`src/rtl/m_ext_sched_if.sv`:
```
// rtl/m_ext_sched_if.sv - EX-stage and M-unit side signal bundle for m_ext_sched
interface m_ext_sched_if #(
    parameter int XLEN = 32
);
    // pipeline side
    logic            i_valid;
    logic            i_flush;
    logic [2:0]      i_f3;
    logic [XLEN-1:0] i_rs1;
    logic [XLEN-1:0] i_rs2;
    logic            o_stall;
    logic [XLEN-1:0] o_res;
    // unit side
    logic            o_mul_start;
    logic            o_div_start;
    logic [2:0]      o_f3;
    logic [XLEN-1:0] o_a;
    logic [XLEN-1:0] o_b;
    logic            i_mul_done;
    logic [XLEN-1:0] i_mul_res;
    logic            i_div_done;
    logic [XLEN-1:0] i_div_res;

    modport slave (
        input  i_valid, i_flush, i_f3, i_rs1, i_rs2,
        input  i_mul_done, i_mul_res, i_div_done, i_div_res,
        output o_stall, o_res, o_mul_start, o_div_start, o_f3, o_a, o_b
    );

    modport master (
        output i_valid, i_flush, i_f3, i_rs1, i_rs2,
        output i_mul_done, i_mul_res, i_div_done, i_div_res,
        input  o_stall, o_res, o_mul_start, o_div_start, o_f3, o_a, o_b
    );
endinterface

```
`src/rtl/m_ext_sched.sv`:
```
// rtl/m_ext_sched.sv - MUL/DIV sequencer with special-case bypass, result cache and flush drain
module m_ext_sched #(
    parameter int XLEN     = 32,
    parameter bit CACHE_EN = 1'b1
) (
    input logic          i_clk,
    input logic          i_rst,
    m_ext_sched_if.slave bus
);
    typedef enum logic [2:0] {IDLE, ISSUE, BUSY, DONE, DRAIN} state_t;

    localparam logic [XLEN-1:0] ALL_ONES = '1;
    localparam logic [XLEN-1:0] MIN_INT  = {1'b1, {(XLEN-1){1'b0}}};
    localparam logic [2:0]      F3_DIV   = 3'b100;
    localparam logic [2:0]      F3_REM   = 3'b110;

    state_t          state, state_nx;
    logic [2:0]      f3_q;
    logic [XLEN-1:0] a_q, b_q, res_q;
    logic            cache_vld;
    logic [2:0]      cache_f3;
    logic [XLEN-1:0] cache_a, cache_b, cache_res;

    logic            special;
    logic [XLEN-1:0] spec_res;
    logic            hit;
    logic            accept;
    logic            done_sel;
    logic [XLEN-1:0] res_sel;

    // Requests answered without a unit: divide by zero, signed overflow, REM x,x
    always_comb begin
        special  = 1'b0;
        spec_res = '0;
        if (bus.i_f3[2] && (bus.i_rs2 == '0)) begin
            special  = 1'b1;
            spec_res = bus.i_f3[1] ? bus.i_rs1 : ALL_ONES;
        end else if ((bus.i_f3 == F3_DIV) && (bus.i_rs1 == MIN_INT) && (bus.i_rs2 == ALL_ONES)) begin
            special  = 1'b1;
            spec_res = MIN_INT;
        end else if ((bus.i_f3 == F3_REM) && (bus.i_rs1 == bus.i_rs2)) begin
            special  = 1'b1;
            spec_res = '0;
        end
    end

    assign hit      = CACHE_EN && cache_vld && (cache_f3 == bus.i_f3) &&
                      (cache_a == bus.i_rs1) && (cache_b == bus.i_rs2);
    assign accept   = (state == IDLE) && bus.i_valid && !bus.i_flush && !special && !hit;
    assign done_sel = f3_q[2] ? bus.i_div_done : bus.i_mul_done;
    assign res_sel  = f3_q[2] ? bus.i_div_res  : bus.i_mul_res;

    assign bus.o_f3 = f3_q;
    assign bus.o_a  = a_q;
    assign bus.o_b  = b_q;

    // State register
    always_ff @(posedge i_clk) begin
        if (!i_rst) state <= IDLE;
        else        state <= state_nx;
    end

    // Next-state logic; a flush that coincides with done needs no drain
    always_comb begin
        state_nx = state;
        case (state)
            IDLE:    if (accept) state_nx = ISSUE;
            ISSUE:   state_nx = bus.i_flush ? IDLE : BUSY;
            BUSY: begin
                if (bus.i_flush)   state_nx = done_sel ? IDLE : DRAIN;
                else if (done_sel) state_nx = DONE;
            end
            DONE:    state_nx = IDLE;
            DRAIN:   if (done_sel) state_nx = IDLE;
            default: state_nx = IDLE;
        endcase
    end

    // Outputs: stall, result mux and start pulses
    always_comb begin
        bus.o_stall     = 1'b0;
        bus.o_res       = res_q;
        bus.o_mul_start = 1'b0;
        bus.o_div_start = 1'b0;
        case (state)
            IDLE: begin
                bus.o_stall = accept;
                if (special)  bus.o_res = spec_res;
                else if (hit) bus.o_res = cache_res;
            end
            ISSUE: begin
                bus.o_stall     = 1'b1;
                bus.o_mul_start = !bus.i_flush && !f3_q[2];
                bus.o_div_start = !bus.i_flush &&  f3_q[2];
            end
            BUSY:    bus.o_stall = 1'b1;
            DRAIN:   bus.o_stall = bus.i_valid;
            default: bus.o_stall = 1'b0;
        endcase
    end

    // Operand latch, result register and single-entry result cache
    always_ff @(posedge i_clk) begin
        if (!i_rst) begin
            f3_q      <= '0;
            a_q       <= '0;
            b_q       <= '0;
            res_q     <= '0;
            cache_vld <= 1'b0;
            cache_f3  <= '0;
            cache_a   <= '0;
            cache_b   <= '0;
            cache_res <= '0;
        end else begin
            if (accept) begin
                f3_q <= bus.i_f3;
                a_q  <= bus.i_rs1;
                b_q  <= bus.i_rs2;
            end
            if ((state == BUSY) && done_sel && !bus.i_flush) begin
                res_q <= res_sel;
                if (CACHE_EN) begin
                    cache_vld <= 1'b1;
                    cache_f3  <= f3_q;
                    cache_a   <= a_q;
                    cache_b   <= b_q;
                    cache_res <= res_sel;
                end
            end
        end
    end
endmodule
```
`src/flat_wrapper.sv`:
```
// flat-port wrapper written by rule: the top's interface ports become plain ports
module m_ext_sched_flat 
#(
    parameter int XLEN     = 32,
    parameter bit CACHE_EN = 1'b1
)
  (i_clk, i_rst, bus_i_valid, bus_i_flush, bus_i_f3, bus_i_rs1, bus_i_rs2, bus_i_mul_done, bus_i_mul_res, bus_i_div_done, bus_i_div_res, bus_o_stall, bus_o_res, bus_o_mul_start, bus_o_div_start, bus_o_f3, bus_o_a, bus_o_b);
  m_ext_sched_if #(.XLEN(XLEN)) bus_i ();
  input logic i_clk;
  input logic i_rst;
  input wire logic [$bits(bus_i.i_valid)-1:0] bus_i_valid;
  input wire logic [$bits(bus_i.i_flush)-1:0] bus_i_flush;
  input wire logic [$bits(bus_i.i_f3)-1:0] bus_i_f3;
  input wire logic [$bits(bus_i.i_rs1)-1:0] bus_i_rs1;
  input wire logic [$bits(bus_i.i_rs2)-1:0] bus_i_rs2;
  input wire logic [$bits(bus_i.i_mul_done)-1:0] bus_i_mul_done;
  input wire logic [$bits(bus_i.i_mul_res)-1:0] bus_i_mul_res;
  input wire logic [$bits(bus_i.i_div_done)-1:0] bus_i_div_done;
  input wire logic [$bits(bus_i.i_div_res)-1:0] bus_i_div_res;
  output wire logic [$bits(bus_i.o_stall)-1:0] bus_o_stall;
  output wire logic [$bits(bus_i.o_res)-1:0] bus_o_res;
  output wire logic [$bits(bus_i.o_mul_start)-1:0] bus_o_mul_start;
  output wire logic [$bits(bus_i.o_div_start)-1:0] bus_o_div_start;
  output wire logic [$bits(bus_i.o_f3)-1:0] bus_o_f3;
  output wire logic [$bits(bus_i.o_a)-1:0] bus_o_a;
  output wire logic [$bits(bus_i.o_b)-1:0] bus_o_b;
  assign bus_i.i_valid = bus_i_valid;
  assign bus_i.i_flush = bus_i_flush;
  assign bus_i.i_f3 = bus_i_f3;
  assign bus_i.i_rs1 = bus_i_rs1;
  assign bus_i.i_rs2 = bus_i_rs2;
  assign bus_i.i_mul_done = bus_i_mul_done;
  assign bus_i.i_mul_res = bus_i_mul_res;
  assign bus_i.i_div_done = bus_i_div_done;
  assign bus_i.i_div_res = bus_i_div_res;
  assign bus_o_stall = bus_i.o_stall;
  assign bus_o_res = bus_i.o_res;
  assign bus_o_mul_start = bus_i.o_mul_start;
  assign bus_o_div_start = bus_i.o_div_start;
  assign bus_o_f3 = bus_i.o_f3;
  assign bus_o_a = bus_i.o_a;
  assign bus_o_b = bus_i.o_b;
  m_ext_sched #(.XLEN(XLEN), .CACHE_EN(CACHE_EN)) u_core (.i_clk(i_clk), .i_rst(i_rst), .bus(bus_i));
endmodule
```
`config.mk`:
```
export PLATFORM = sky130hd
export DESIGN_NAME = m_ext_sched_flat
export DESIGN_NICKNAME = d
export VERILOG_FILES = /design/src/rtl/m_ext_sched_if.sv /design/src/rtl/m_ext_sched.sv /design/src/flat_wrapper.sv
export SDC_FILE = /design/constraint.sdc
export NUM_CORES = 1
export LEC_CHECK = 0
export BUFFER_PORTS_ARGS = -buffer_cell sky130_fd_sc_hd__buf_2
export CORE_UTILIZATION = 35
export CTS_CLUSTER_SIZE = 16
export DETAILED_ROUTE_END_ITERATION = 16
export PLACE_DENSITY = 0.64
export SLEW_MARGIN = 20
export SYNTH_ARGS = -nofsm -noshare
export SYNTH_HDL_FRONTEND = slang
export SYNTH_SLANG_ARGS = --single-unit
```
`constraint.sdc`:
```
create_clock -name i_clk -period 2.3 [get_ports i_clk]
set_clock_uncertainty 0.1 [all_clocks]
set_input_delay 0 -clock i_clk [delete_from_list [all_inputs] [get_ports i_clk]]
set_output_delay 0 -clock i_clk [all_outputs]
set_load 0.05 [all_outputs]
```
==> flow_metrics.env, run 1 <==
export IMPL_status="finished with violations"
export IMPL_violations="setup timing"
export IMPL_leakage_nw=6.13
export IMPL_syn_num_nets=1203
export IMPL_drt_iter0_drc=985
export IMPL_core_sq_um=24400
export IMPL_start_kind="flip-flop"
export IMPL_setup_slack_ns=-0.665
export IMPL_cts_made_buffers=17
export IMPL_maxCapViolations=0
export IMPL_vias=9656
export IMPL_ir_drop_v=0.000675
export IMPL_grt_ovfl_total=0
export IMPL_slew_headroom_pct=59.8
export IMPL_grt_max_degree=103
export IMPL_ctsHtreeMaxLevel=4
export IMPL_grt_pass1_vias=9434
export IMPL_nets=1630
export IMPL_netlist_instances=1066
export IMPL_seqCellArea_sq_um=3410
export IMPL_final_cell_area_sq_um=13400
export IMPL_post_dp_cell_area_sq_um=10900
export IMPL_hold_class="input pin to flip-flop"
export IMPL_fp_dieH_microns=160
export IMPL_worstMarginPinSlew_ns=0.602
export IMPL_slew_viol_final=0
export IMPL_grt_usage_pct=29.2
export IMPL_wl_per_cell_microns=20.9
export IMPL_ant_nets=0
export IMPL_ys_seq_area_share_pct=38.9
export IMPL_dieArea_sq_um=25600
export IMPL_utilization_pct=55.0
export IMPL_setup_tns_ns=-36.53
export IMPL_clk_insertion_delay_late_ns=0.44
export IMPL_fmax_ghz=0.337
export IMPL_cp_arrival_ns=2.86
export IMPL_rows=57
export IMPL_synth_seq_cells=170
export IMPL_total_power_mw=7.77
export IMPL_async_flop_share_pct=0
export IMPL_synth_enable_flop_cells=0
export IMPL_cts_buffer_depth=2
export IMPL_initial_core_util_pct=35.8
export IMPL_portBuffers=238
export IMPL_fin_crit_sh_pct=129
export IMPL_antenna_found_initial=1
export IMPL_hpwl_microns=26100
export IMPL_num_io_pins=239
export IMPL_ys_flop_type="dfxtp_1"
export IMPL_period_needed_ns=2.96
export IMPL_clk_pin_slew_ns=0.07
export IMPL_critPathCaptureType="output port"
export IMPL_drt_total_wl_microns=38200
export IMPL_dr_pass1_iters=6
export IMPL_die_w_microns=160
export IMPL_rsz0062_at_grt="yes"
export IMPL_grt_pass1_wl_microns=56400
export IMPL_setup_viol=72
export IMPL_via_per_inst=5.28
export IMPL_cts_sinks=170
export IMPL_instances_no_fill=1830
export IMPL_drive_gt1_share_pct=27.2
export IMPL_fillers=2225
export IMPL_crit_fanout=2
export IMPL_multiInputGateArea_sq_um=5060
export IMPL_critPathRequiredTime_ns=2.20
export IMPL_place_gp_congestion=0.982
export IMPL_cts_root_buf="clkbuf_16"
export IMPL_hold_viol_final=0
export IMPL_power_density_nw_per_um2=579
export IMPL_place_inst=1647
export IMPL_area_delta_synth_final_pct=53.4
export IMPL_ys_types=46
export IMPL_yosys_warnings=0
export IMPL_cts_tree="built"
export IMPL_syn_area_sq_um=8740
export IMPL_avgSynthCellArea_sq_um=8.20
export IMPL_path_class="flip-flop to output port"
export IMPL_drc=0
cell families after synthesis:
family,Yosys count,synth area share (%)
xor+xnor,59,5.91
simple gates,449,22.7
buf+inv,104,4.81
flops,170,38.9
mux,101,11.6
compound gates,183,16.1
registers in the layout, summed over array words and instances (netlist names):
register	cells
u_core.cache_a	32
u_core.cache_f3	3
u_core.bus.o_f3	3
u_core.bus.o_b	32
u_core.res_q	32
u_core.state	3
u_core.cache_b	32
u_core.cache_vld	1
u_core.bus.o_a	32
path summary, 6_finish.rpt:
path                                         from                  to  slack (ns)  cells past startpoint
worst max-delay path            u_core.cache_b[2]         bus_o_stall       -0.66                      8
worst min-delay path                  bus_i_f3[1]  u_core.bus.o_f3[1]        0.02                      4
worst max register to register  u_core.cache_b[2]     u_core.state[0]       -0.57                     11
worst min register to register  u_core.cache_b[7]   u_core.cache_b[7]        0.37                      2
through the flow:
| step | setup slack [ns] | hold WS (ns) |
|---|---|---|
| 2_1_floorplan | -0.136 | 0.0346 |
| 3_3_place_gp | -0.432 | 0.187 |
| 3_5_place_dp | -0.439 | 0.191 |
| 4_1_cts | -0.668 | 0.00337 |
| 5_1_grt | -0.708 | 0.0539 |
| 6_report | -0.665 | 0.0188 |
metal layers:
metal,wire [microns],GRT usage [%],vias to the layer above
met3,2850,5.77,74
met5,11,0,-
met2,17900,48.3,474
met4,1340,11.9,2
li1,-,-,4491
met1,16200,36.9,4615
cell usage after synthesis (7+ instances only):
cell,instances,share of area [%]
nand2_1,326,14
nand4_1,16,1.1
nor2b_1,36,2.6
nor4_1,28,2.0
o211a_1,33,3.8
mux2i_1,101,12
a21oi_1,14,0.80
o2bb2ai_1,7,0.70
xnor2_1,19,1.9
a21boi_0,66,5.7
xor2_1,40,4.0
a21o_1,15,1.3
clkbuf_1,59,2.5
nor2_1,9,0.39
dfxtp_1,170,39
inv_1,28,1.2
nor3_1,8,0.46
o21ai_0,18,1.0
o22ai_1,12,0.86
placed cells by master, fill, tap and decap left out, types with 5 or more instances in the layout:
master / synthesis / routed
nand2b_1: 6 / 5
xnor2_1: 19 / 15
dfxtp_2: 0 / 6
buf_2: 6 / 221
o2bb2ai_1: 7 / 7
dfxtp_1: 170 / 164
a21o_1: 15 / 15
nand4_1: 16 / 16
buf_16: 0 / 6
xor2_1: 40 / 40
a22o_1: 5 / 5
o21ai_0: 18 / 16
mux2i_1: 101 / 101
nor2b_1: 36 / 36
dlygate4sd3_1: 0 / 135
inv_1: 28 / 28
o22ai_1: 12 / 12
nor2_1: 9 / 9
clkbuf_16: 0 / 24
nor3_1: 8 / 6
buf_12: 0 / 9
nor4_1: 28 / 24
a2111oi_2: 2 / 5
a21oi_1: 14 / 14
nand2_1: 326 / 326
a21boi_0: 66 / 66
o211a_1: 33 / 33
nand3_1: 6 / 6
buf_6: 3 / 9
buf_4: 0 / 93
repair_timing:
action                     CTS  global route
gates resized for setup     27            50
setup buffers                1             4
hold endpoints to repair   122             0
pin swaps                    3            11
cloned                       5             8
setup endpoints to repair  101           102
hold buffers               135             0
final cells by class:
type | count | area share [%]
multi-input combinational | 792 | 37.7
timing repair buffer | 480 | 28.2
sequential | 170 | 25.4
clock buffer | 20 | 3.48
tap | 324 | 3.02
clock inverter | 11 | 1.26
inverter | 32 | 0.895
antenna | 1 | 0.0187
critical path, stage by stage (launching register included):
cell and delay, ns:
dfxtp_1 0.33, xor2_1 0.21, nor4_1 0.42, buf_4 0.18
nand4_1 0.09, or4_4 0.52, and4_4 0.17, or3_4 0.36
buf_6 0.16
report_power, final:
group / internal, mW / switching [mW] / leakage (nW)
Sequential: 3.02 / 0.0654 / 1.38
Clock: 1.90 / 1.28 / 0.312
Combinational: 0.655 / 0.857 / 4.44
Power figures use the tool's default switching activity.
==> inputs of run 2 (changes only) <==
Settings changed: CELL_PAD_IN_SITES_DETAIL_PLACEMENT set to 1, CELL_PAD_IN_SITES_GLOBAL_PLACEMENT set to 2, CORE_UTILIZATION 35 to 27, MAX_ROUTING_LAYER set to met4, PLACE_DENSITY 0.64 to 0.81.
==> run 2 against run 1 <==
Effect of this change:
- the flow still finishes with violations (setup timing)
- sequential power hardly changed
- sequential cell count unchanged
- die area increased by 29%
- via count grew 2.4%
==> flow_metrics.env, run 2 (synthesis results as in run 1) <==
export IMPL_status="finished with violations"
export IMPL_violations="setup timing"
export IMPL_leakage_nw=6.49
export IMPL_critPathCaptureType="output port"
export IMPL_grt_max_degree=79
export IMPL_fmax_ghz=0.335
export IMPL_initial_core_util_pct=27.6
export IMPL_crit_family="simple AND/OR/NAND/NOR gates"
export IMPL_cp_arrival_ns=2.88
export IMPL_grt_pass1_vias=10489
export IMPL_period_needed_ns=2.98
export IMPL_setup_viol=69
export IMPL_total_power_mw=7.70
export IMPL_cts_sinks=170
export IMPL_layout_cells_most_common="nand2_1"
export IMPL_cts_root_buf="clkbuf_16"
export IMPL_utilization_pct=45.5
export IMPL_setup_tns_ns=-39.87
export IMPL_critPathBufInv=3
export IMPL_core_sq_um=31700
export IMPL_slew_viol_final=0
export IMPL_path_cells="xnor2_2, buf_4, nand4_1, nor4_2, buf_4, nand4_1, or4_4, and4_4, or3_4, buf_8"
export IMPL_clk_pin_slew_ns=0.07
export IMPL_grt_ovfl_total=0
export IMPL_crit_fanout=2
export IMPL_via_per_inst=5.00
export IMPL_slowest_stage="or4_4"
export IMPL_ir_drop_v=0.000467
export IMPL_cpPeakStageDelay_ns=0.44
export IMPL_fp_dieH_microns=182
export IMPL_portBuffers=238
export IMPL_drt_total_wl_microns=45100
export IMPL_fillers=3754
export IMPL_hold_viol_final=0
export IMPL_die_w_microns=182
export IMPL_hold_class="input pin to flip-flop"
export IMPL_vias=9884
export IMPL_slew_headroom_pct=59.6
export IMPL_area_delta_synth_final_pct=64.9
export IMPL_nets=1698
export IMPL_critPathRequiredTime_ns=2.20
export IMPL_setup_slack_ns=-0.685
export IMPL_diodes=0
export IMPL_drive_gt1_share_pct=31.5
export IMPL_rows=65
export IMPL_rsz0062_at_grt="yes"
export IMPL_hpwl_microns=30900
export IMPL_grt_pass1_wl_microns=64900
export IMPL_cts_buffer_depth=2
export IMPL_worstMarginPinSlew_ns=0.606
export IMPL_cts_tree="built"
export IMPL_fin_crit_sh_pct=130
export IMPL_ant_nets=0
export IMPL_drt_iter0_drc=528
export IMPL_drc=0
export IMPL_place_gp_congestion=0.897
export IMPL_clk_insertion_delay_late_ns=0.45
export IMPL_layout_common_cells="320 x nand2_1, 202 x buf_2, 161 x dfxtp_1, 152 x dlygate4sd3_1, 127 x buf_4"
export IMPL_ctsHtreeMaxLevel=4
export IMPL_num_io_pins=239
export IMPL_wl_per_cell_microns=22.9
export IMPL_power_density_nw_per_um2=534
export IMPL_path_class="flip-flop to output port"
export IMPL_start_kind="flip-flop"
export IMPL_dieArea_sq_um=33100
export IMPL_dr_pass1_iters=5
export IMPL_maxCapViolations=0
export IMPL_grt_usage_pct=27.3
export IMPL_antenna_found_initial=0
export IMPL_cts_made_buffers=17
## run 2: cell count changes in the layout (fill, tap and decap cells not counted), moves of 6 or more
cell / delta
nor4_2: +7
buf_4: +34
xnor2_2: +6
o21ai_2: +11
buf_6: +31
xnor2_1: -6
buf_2: -19
nor4_1: -7
dlygate4sd3_1: +17
o21ai_0: -15
nand2_1: -6
## run 2: cell type report
class,instances,area (sq um),area share [%]
inverter,32,120,0.833
clock buffer,22,474,3.29
multi-input combinational,792,5270,36.6
sequential,170,3410,23.7
tap,402,503,3.49
timing repair buffer,548,4540,31.5
clock inverter,9,90.1,0.625
## run 2: final timing paths
| kind | start | to | slack (ns) | depth (start not counted) |
|---|---|---|---|---|
| max | u_core.cache_a[7] | bus_o_stall | -0.68 | 10 |
| min | bus_i_rs2[19] | u_core.bus.o_b[19] | 0.03 | 5 |
| max reg2reg | u_core.cache_a[7] | u_core.bus.o_a[1] | -0.65 | 14 |
| min reg2reg | u_core.cache_b[7] | u_core.cache_b[7] | 0.37 | 2 |
## run 2: power breakdown
group | total [mW] | internal (mW) | switching, mW
combinational | 1.69 | 0.748 | 0.940
sequential | 3.08 | 3.01 | 0.0698
clock | 2.93 | 1.58 | 1.34
## run 2: layer usage
metal	vias to the layer above	wire length, microns	global-route usage, %
met4	0	1480	10.8
met2	322	21700	45.6
met1	4878	19800	32.8
met3	64	2220	4.45
li1	4620	-	-
met5	-	0	-
## run 2: per-stage QoR
stage | instance area [sq um] | hold slack [ns] | cells | setup WS (ns)
final | 14400 | 0.0282 | 1975 | -0.685
after global routing | 14400 | 0.0258 | 1975 | -0.725
after CTS | 13900 | 0.0166 | 1960 | -0.726
after detailed placement | 11300 | 0.210 | 1767 | -0.442
after global placement | 11300 | 0.197 | 1767 | -0.479
after floorplan | 8770 | 0.0346 | 1066 | -0.136
## run 2: what timing repair did
action,4_1_cts,5_1_grt
pin swaps,19,27
gates resized for setup,95,92
hold endpoints to repair,128,0
cloned,9,5
setup buffers,3,15
hold buffers,152,0
endpoints found under the setup margin,101,102
## run 2: worst register-to-register path, delay by kind of cell, from the launching register on
kind / cells / cell delay (ns)
xor+xnor: 1 / 0.15
buf+inv: 7 / 1.00
flops: 1 / 0.34
mux: 1 / 0.13
simple gates: 5 / 1.14
